[src/rtl/us_pkg.sv]
// Shared types for the 3x nearest-neighbour upscaler (us_replicate).
package us_pkg;

   localparam int US_WIDTH = 10;

   // Default-width pixel layout; r occupies the most significant bits.
   typedef struct packed {
      logic [US_WIDTH-1:0] r;
      logic [US_WIDTH-1:0] g;
      logic [US_WIDTH-1:0] b;
   } pixel_t;

   typedef enum logic [1:0] {
      IDLE,
      LOAD,
      EMIT
   } rd_state_t;

endpackage

[src/rtl/us_line_bank.sv]
// Ping-pong line store: 2*DEPTH pixels, addressed by {bank, index}, with a
// synchronous write port and an enabled, registered read port.
module us_line_bank #(
   parameter int DW    = 30,
   parameter int DEPTH = 4,
   parameter int IW    = 2
) (
   input  logic          clk,
   input  logic          rstn,
   input  logic          wr_en_i,
   input  logic          wr_bank_i,
   input  logic [IW-1:0] wr_idx_i,
   input  logic [DW-1:0] wr_data_i,
   input  logic          rd_en_i,
   input  logic          rd_bank_i,
   input  logic [IW-1:0] rd_idx_i,
   output logic [DW-1:0] rd_data_o
);

   localparam int AW = $clog2(2 * DEPTH);

   logic [DW-1:0] mem_q [2*DEPTH];
   logic [DW-1:0] rd_data_q;
   logic [AW-1:0] wr_addr;
   logic [AW-1:0] rd_addr;

   assign wr_addr = wr_bank_i ? AW'(DEPTH) + AW'(wr_idx_i) : AW'(wr_idx_i);
   assign rd_addr = rd_bank_i ? AW'(DEPTH) + AW'(rd_idx_i) : AW'(rd_idx_i);

   always_ff @(posedge clk) begin
      if (wr_en_i) begin
         mem_q[rd_addr == wr_addr ? wr_addr : wr_addr] <= wr_data_i;
      end
   end

   // Read data only moves when enabled, so a stalled beat stays put.
   always_ff @(posedge clk or negedge rstn) begin
      if (!rstn) begin
         rd_data_q <= '0;
      end else if (rd_en_i) begin
         rd_data_q <= mem_q[rd_addr];
      end
   end

   assign rd_data_o = rd_data_q;

endmodule

[src/rtl/us_replicate.sv]
// 3x nearest-neighbour upscaler: buffers one input line and replays it SCALE
// times with each pixel repeated SCALE times. Option macro: US_SOF_RESYNC_EN.
module us_replicate
   import us_pkg::*;
#(
   parameter int WIDTH   = US_WIDTH,
   parameter int HACT_IN = 4,
   parameter int SCALE   = 3
) (
   input  logic             clk,
   input  logic             rstn,
   input  logic             i_valid,
   output logic             o_ready,
   input  logic             i_sof,
   input  logic [WIDTH-1:0] i_r_data,
   input  logic [WIDTH-1:0] i_g_data,
   input  logic [WIDTH-1:0] i_b_data,
   output logic             o_valid,
   input  logic             i_ready,
   output logic             o_sof,
   output logic             o_eol,
   output logic [WIDTH-1:0] o_r_data,
   output logic [WIDTH-1:0] o_g_data,
   output logic [WIDTH-1:0] o_b_data
);

   localparam int IW = $clog2(HACT_IN);
   localparam int CW = $clog2(SCALE);
   localparam int DW = 3 * WIDTH;
   localparam logic [IW-1:0] P_LAST = IW'(HACT_IN - 1);
   localparam logic [CW-1:0] C_LAST = CW'(SCALE - 1);

   logic            run_q;
   logic [IW-1:0]   wr_ptr_q, wr_ptr_d;
   logic            wr_bank_q, wr_bank_d;
   logic [1:0]      full_q, full_d;
   logic [1:0]      sof_flag_q, sof_flag_d;
   logic            wr_fire;
   logic [IW-1:0]   wr_idx;

   rd_state_t       state_q, state_d;
   logic            rd_bank_q, rd_bank_d;
   logic [CW-1:0]   c_q, c_d, r_q, r_d;
   logic [IW-1:0]   p_q, p_d;
   logic            rd_en;
   logic            rd_bank_sel;
   logic [IW-1:0]   rd_idx;
   logic            out_fire;
   logic            last_beat;
   logic [DW-1:0]   rd_data;

   assign o_ready = run_q & ~full_q[wr_bank_q];
   assign wr_fire = i_valid & o_ready;

   always_comb begin
      wr_ptr_d   = wr_ptr_q;
      wr_bank_d  = wr_bank_q;
      sof_flag_d = sof_flag_q;
      wr_idx     = wr_ptr_q;
      if (wr_fire) begin
`ifdef US_SOF_RESYNC_EN
         if (i_sof) begin
            wr_idx = '0;
         end
`endif
         if (wr_idx == '0) begin
            sof_flag_d[wr_bank_q] = i_sof;
         end
         if (wr_idx == P_LAST) begin
            wr_ptr_d  = '0;
            wr_bank_d = ~wr_bank_q;
         end else begin
            wr_ptr_d = wr_idx + 1'b1;
         end
      end
   end

   always_comb begin
      state_d     = state_q;
      rd_bank_d   = rd_bank_q;
      c_d         = c_q;
      p_d         = p_q;
      r_d         = r_q;
      full_d      = full_q;
      rd_en       = 1'b0;
      rd_bank_sel = rd_bank_q;
      rd_idx      = p_q;
      out_fire    = (state_q == EMIT) & i_ready;
      last_beat   = (r_q == C_LAST) & (p_q == P_LAST) & (c_q == C_LAST);
      if (wr_fire && wr_idx == P_LAST) begin
         full_d[wr_bank_q] = 1'b1;
      end
      case (state_q)
         IDLE: begin
            if (full_q[rd_bank_q]) begin
               state_d = LOAD;
            end
         end
         LOAD: begin
            rd_en   = 1'b1;
            rd_idx  = '0;
            state_d = EMIT;
         end
         EMIT: begin
            if (out_fire) begin
               rd_en = 1'b1;
               if (last_beat) begin
                  full_d[rd_bank_q] = 1'b0;
                  rd_bank_d = ~rd_bank_q;
                  c_d = '0;
                  p_d = '0;
                  r_d = '0;
                  // A waiting line is loaded in this same cycle to avoid a bubble.
                  rd_bank_sel = ~rd_bank_q;
                  rd_idx      = '0;
                  if (!full_q[~rd_bank_q]) begin
                     rd_en   = 1'b0;
                     state_d = IDLE;
                  end
               end else begin
                  if (c_q != C_LAST) begin
                     c_d = c_q + 1'b1;
                  end else begin
                     c_d = '0;
                     if (p_q != P_LAST) begin
                        p_d = p_q + 1'b1;
                     end else begin
                        p_d = '0;
                        r_d = r_q + 1'b1;
                     end
                  end
                  rd_idx = p_d;
               end
            end
         end
         default: state_d = IDLE;
      endcase
   end

   always_ff @(posedge clk or negedge rstn) begin
      if (!rstn) begin
         run_q      <= 1'b0;
         wr_ptr_q   <= '0;
         wr_bank_q  <= 1'b0;
         full_q     <= '0;
         sof_flag_q <= '0;
         state_q    <= IDLE;
         rd_bank_q  <= 1'b0;
         c_q        <= '0;
         p_q        <= '0;
         r_q        <= '0;
      end else begin
         run_q      <= 1'b1;
         wr_ptr_q   <= wr_ptr_d;
         wr_bank_q  <= wr_bank_d;
         full_q     <= full_d;
         sof_flag_q <= sof_flag_d;
         state_q    <= state_d;
         rd_bank_q  <= rd_bank_d;
         c_q        <= c_d;
         p_q        <= p_d;
         r_q        <= r_d;
      end
   end

   us_line_bank #(
      .DW    (DW),
      .DEPTH (HACT_IN),
      .IW    (IW)
   ) u_bank (
      .clk       (clk),
      .rstn      (rstn),
      .wr_en_i   (wr_fire),
      .wr_bank_i (wr_bank_q),
      .wr_idx_i  (wr_idx),
      .wr_data_i ({i_r_data, i_g_data, i_b_data}),
      .rd_en_i   (rd_en),
      .rd_bank_i (rd_bank_sel),
      .rd_idx_i  (rd_idx),
      .rd_data_o (rd_data)
   );

   assign o_valid = (state_q == EMIT);
   assign o_sof   = o_valid & (r_q == '0) & (p_q == '0) & (c_q == '0) & sof_flag_q[rd_bank_q];
   assign o_eol   = o_valid & (p_q == P_LAST) & (c_q == C_LAST);
   assign {o_r_data, o_g_data, o_b_data} = rd_data;

endmodule

[config.mk]
export PLATFORM = sky130hd
export DESIGN_NAME = us_replicate
export DESIGN_NICKNAME = d
export VERILOG_FILES = /design/src/rtl/us_pkg.sv /design/src/rtl/us_line_bank.sv /design/src/rtl/us_replicate.sv
export SDC_FILE = /design/constraint.sdc
export NUM_CORES = 1
export LEC_CHECK = 0
export ABC_AREA = 1
export BUFFER_PORTS_ARGS = -buffer_cell sky130_fd_sc_hd__buf_4
export CAP_MARGIN = 30
export CORE_MARGIN = 2
export CORE_UTILIZATION = 34
export CTS_CLUSTER_DIAMETER = 200
export DETAILED_ROUTE_END_ITERATION = 8
export GPL_ROUTABILITY_DRIVEN = 0
export HOLD_SLACK_MARGIN = 0.1
export PLACE_DENSITY = 0.47
export RECOVER_POWER = 100
export SLEW_MARGIN = 40
export SYNTH_ARGS = -nofsm -noshare
export SYNTH_HDL_FRONTEND = slang
export SYNTH_SLANG_ARGS = --single-unit
[constraint.sdc]
create_clock -name clk -period 6.1 [get_ports clk]
set_clock_uncertainty 0.1 [all_clocks]
set_input_delay 1.22 -clock clk [delete_from_list [all_inputs] [get_ports clk]]
set_output_delay 1.22 -clock clk [all_outputs]
set_load 0.05 [all_outputs]
==> out/results.txt <==
Synth cell types: 27
CP max stage cell: clkbuf_1
Leak pwr: 5.91 nW
Final Critical Period: 4.52 ns
HP Class: flop to flop
Critical Path Max Stage Delay: 0.89 ns
Total number of vias: 8,360
Slew @ Worst Pin: 3.38 ns
# setup viols final: 0
CP Launch Type: flop
DRT Pass-1 Iters: 5
Largest family of logic cells by synthesized area: simple AND/OR/NAND/NOR gates
Failing checks: capacitance limit, slew limit
Max-cap violations: 8
Commonest non-fill, non-tap cell in the layout: nand3_1
Synth Area in Compound Gates: 1.02%
Worst path depth: 7
Die area: 38,200 um^2
Fmax: 221 MHz
Initial antenna violation count: 1
Mux cell area share after synthesis: 0%
DIE WIDTH: 195 um
CP dominant cell by count: clkbuf_1
Synth warnings: 0
XOR/XNOR Fraction of Synth Area: 0%
Vias in the first global route: 8,015
Final TNS setup: 0 ns
Synth-to-layout area growth: 13.7%
Setup CP Type: flop to flop
Top Family by Delay on Critical Path: buffers and inverters
Initial core utilization: 34.3%
Final hold slack: 0.375 ns
Area share of fa/ha/maj cells after synthesis: 1.11%
H-tree Lvls: 2
Proportion of layout cells with a drive suffix above 1: 5.30%
RSZ-0062 raised after global routing: no
Mean routed wirelength per cell: 18.2 um
Fin nets: 1,303
IO Port Bufs: 68
WP data required: 6.12 ns
Max Buffers Root-to-Sink: 3
Total grt overflow: 0
Clk slew on worst S/H paths: 0.06 ns
Site row count: 70
Synth Net Count: 1,243
Post-Place Setup Slack: 1.92 ns
I/O pin count: 69
Pin count of the biggest net entering global routing: 97
Routed WL: 31,900 um
Post-Syn Area per Cell: 10.4 um^2
Hold Path Stages: 2
Worst Path Arrival: 4.53 ns
Antenna-violating nets left: 0
Reg2Reg Depth: 7
Post-synthesis sequential element count: 287
Cell Area, Synth: 12,500 um^2
DR iter-0 viols: 435
Final period util: 74.0%
Max reg flops: 240
Crit path buf inv count: 3
Worst rel slew slack: -125%
Die span in y: 195 um
First-pass GRT wire length: 49,100 um
Crit end category: flop
Seq/Total Area, Yosys: 67.3%
Worst-path cell chain: inv_1, a21oi_1, and2_0, nand2_1, nor2_1, clkbuf_1, clkbuf_1
Post-synthesis cell count: 1,197
Clock sink count: 287
Max VDD drop: 257 uV
Diode count: 0
Post-cts hold buffer count: 0
Worst setup margin: 1.58 ns
CTS tree: done
Clock root buffer master: clkbuf_16
Largest Register: u_bank.mem_q
Post-CTS setup buffers: 0
CTS resizes: 0
Highest-count cells in the layout ignoring fill and taps: nand3_1 (306), nand2_1 (274), edfxtp_1 (240), inv_1 (198), clkbuf_1 (86)
Outcome: finished with violations
Fin. Hold Viols: 0
Clk_lat worst skew: 0.50 ns
Placeable core area: 36,300 um^2
Total Routing Usage GR: 16.9%
Layout fillers: 3,639
Slew Viols, Final: 235
DRC Markers: 0
Number of buffers created by CTS: 35
CP max FO: 14
Post-DR vias/cell: 4.77
Power per Cell Area: 462 nW/um^2
Post-detail-place hpwl: 16,200 um
Post-Synth Simple-Gate Area: 21.7%
logic make-up (layout without fill, tap and decap cells):
kind of cell / Yosys count / count (layout)
buffers and inverters: 266 / 352
AO/OA/AOI/OAI: 24 / 24
AND/OR/NAND/NOR: 608 / 608
other: 1 / 1
flip-flops: 287 / 287
adder cells (fa/ha/maj): 11 / 11
Yosys cell counts (all sizes together):
master | count | area (um^2)
dfrtp | 47 | 1180
ha | 11 | 138
nand2 | 277 | 1050
clkbuf | 16 | 60.1
a21oi | 6 | 30.0
nand4 | 1 | 6.26
nand3 | 307 | 1540
o21ai | 15 | 75.1
o211ai | 1 | 7.51
conb | 1 | 3.75
edfxtp | 240 | 7210
and2 | 1 | 6.26
inv | 202 | 758
buf | 48 | 277
o22a | 1 | 8.76
nand3b | 1 | 7.51
nor2 | 21 | 96.3
a31oi | 1 | 6.26
worst paths after layout:
check                      slack, ns                  from              endpoint
max                             1.58             wr_bank_q   u_bank.mem_q[1][24]
min                             0.38  u_bank.rd_data_o[25]  u_bank.rd_data_o[25]
max reg2reg                     1.58             wr_bank_q   u_bank.mem_q[1][24]
min reg2reg                     0.38  u_bank.rd_data_o[25]  u_bank.rd_data_o[25]
max in group asynchronous       2.24                  rstn  u_bank.rd_data_o[12]
min in group asynchronous       1.75                  rstn   u_bank.rd_data_o[6]
stage by stage:
stage          area (um^2)  power, mW  std cells  util (%)
2_1_floorplan        12500       4.12       1197         -
3_3_place_gp         13500       4.80       1687      37.0
3_5_place_dp         13500       4.82       1687      37.0
4_1_cts              14500       6.73       1750      39.9
5_1_grt              14200       6.94       1751      39.0
6_report             14200       6.55       1751      39.0
report_power, final:
part	switching, mW	internal (mW)
clock network	0.778	1.12
logic	1.67	0.575
registers	0.112	2.30
layout make-up:
class	instances	area, um^2	area share [%]
clock buffer	49	981	6.93
clock inverter	14	61.3	0.433
inverter	202	761	5.37
multi-input combinational	644	3010	21.3
sequential	287	8380	59.2
tap	468	586	4.13
timing repair buffer	87	377	2.66
tightest hold or removal path: cells and delay by family (launching register included):
kind | cells | cell delay [ns]
simple gates | 2 | 0.10
flops | 1 | 0.34
routing by layer:
metal	routed length, um	GRT usage [%]	vias up
li1	-	-	4082
met1	14600	23.1	4068
met2	15400	28.4	165
met3	1220	2.44	43
met4	549	4.33	2
met5	7	0	-
(Power assumes the default switching activity.)
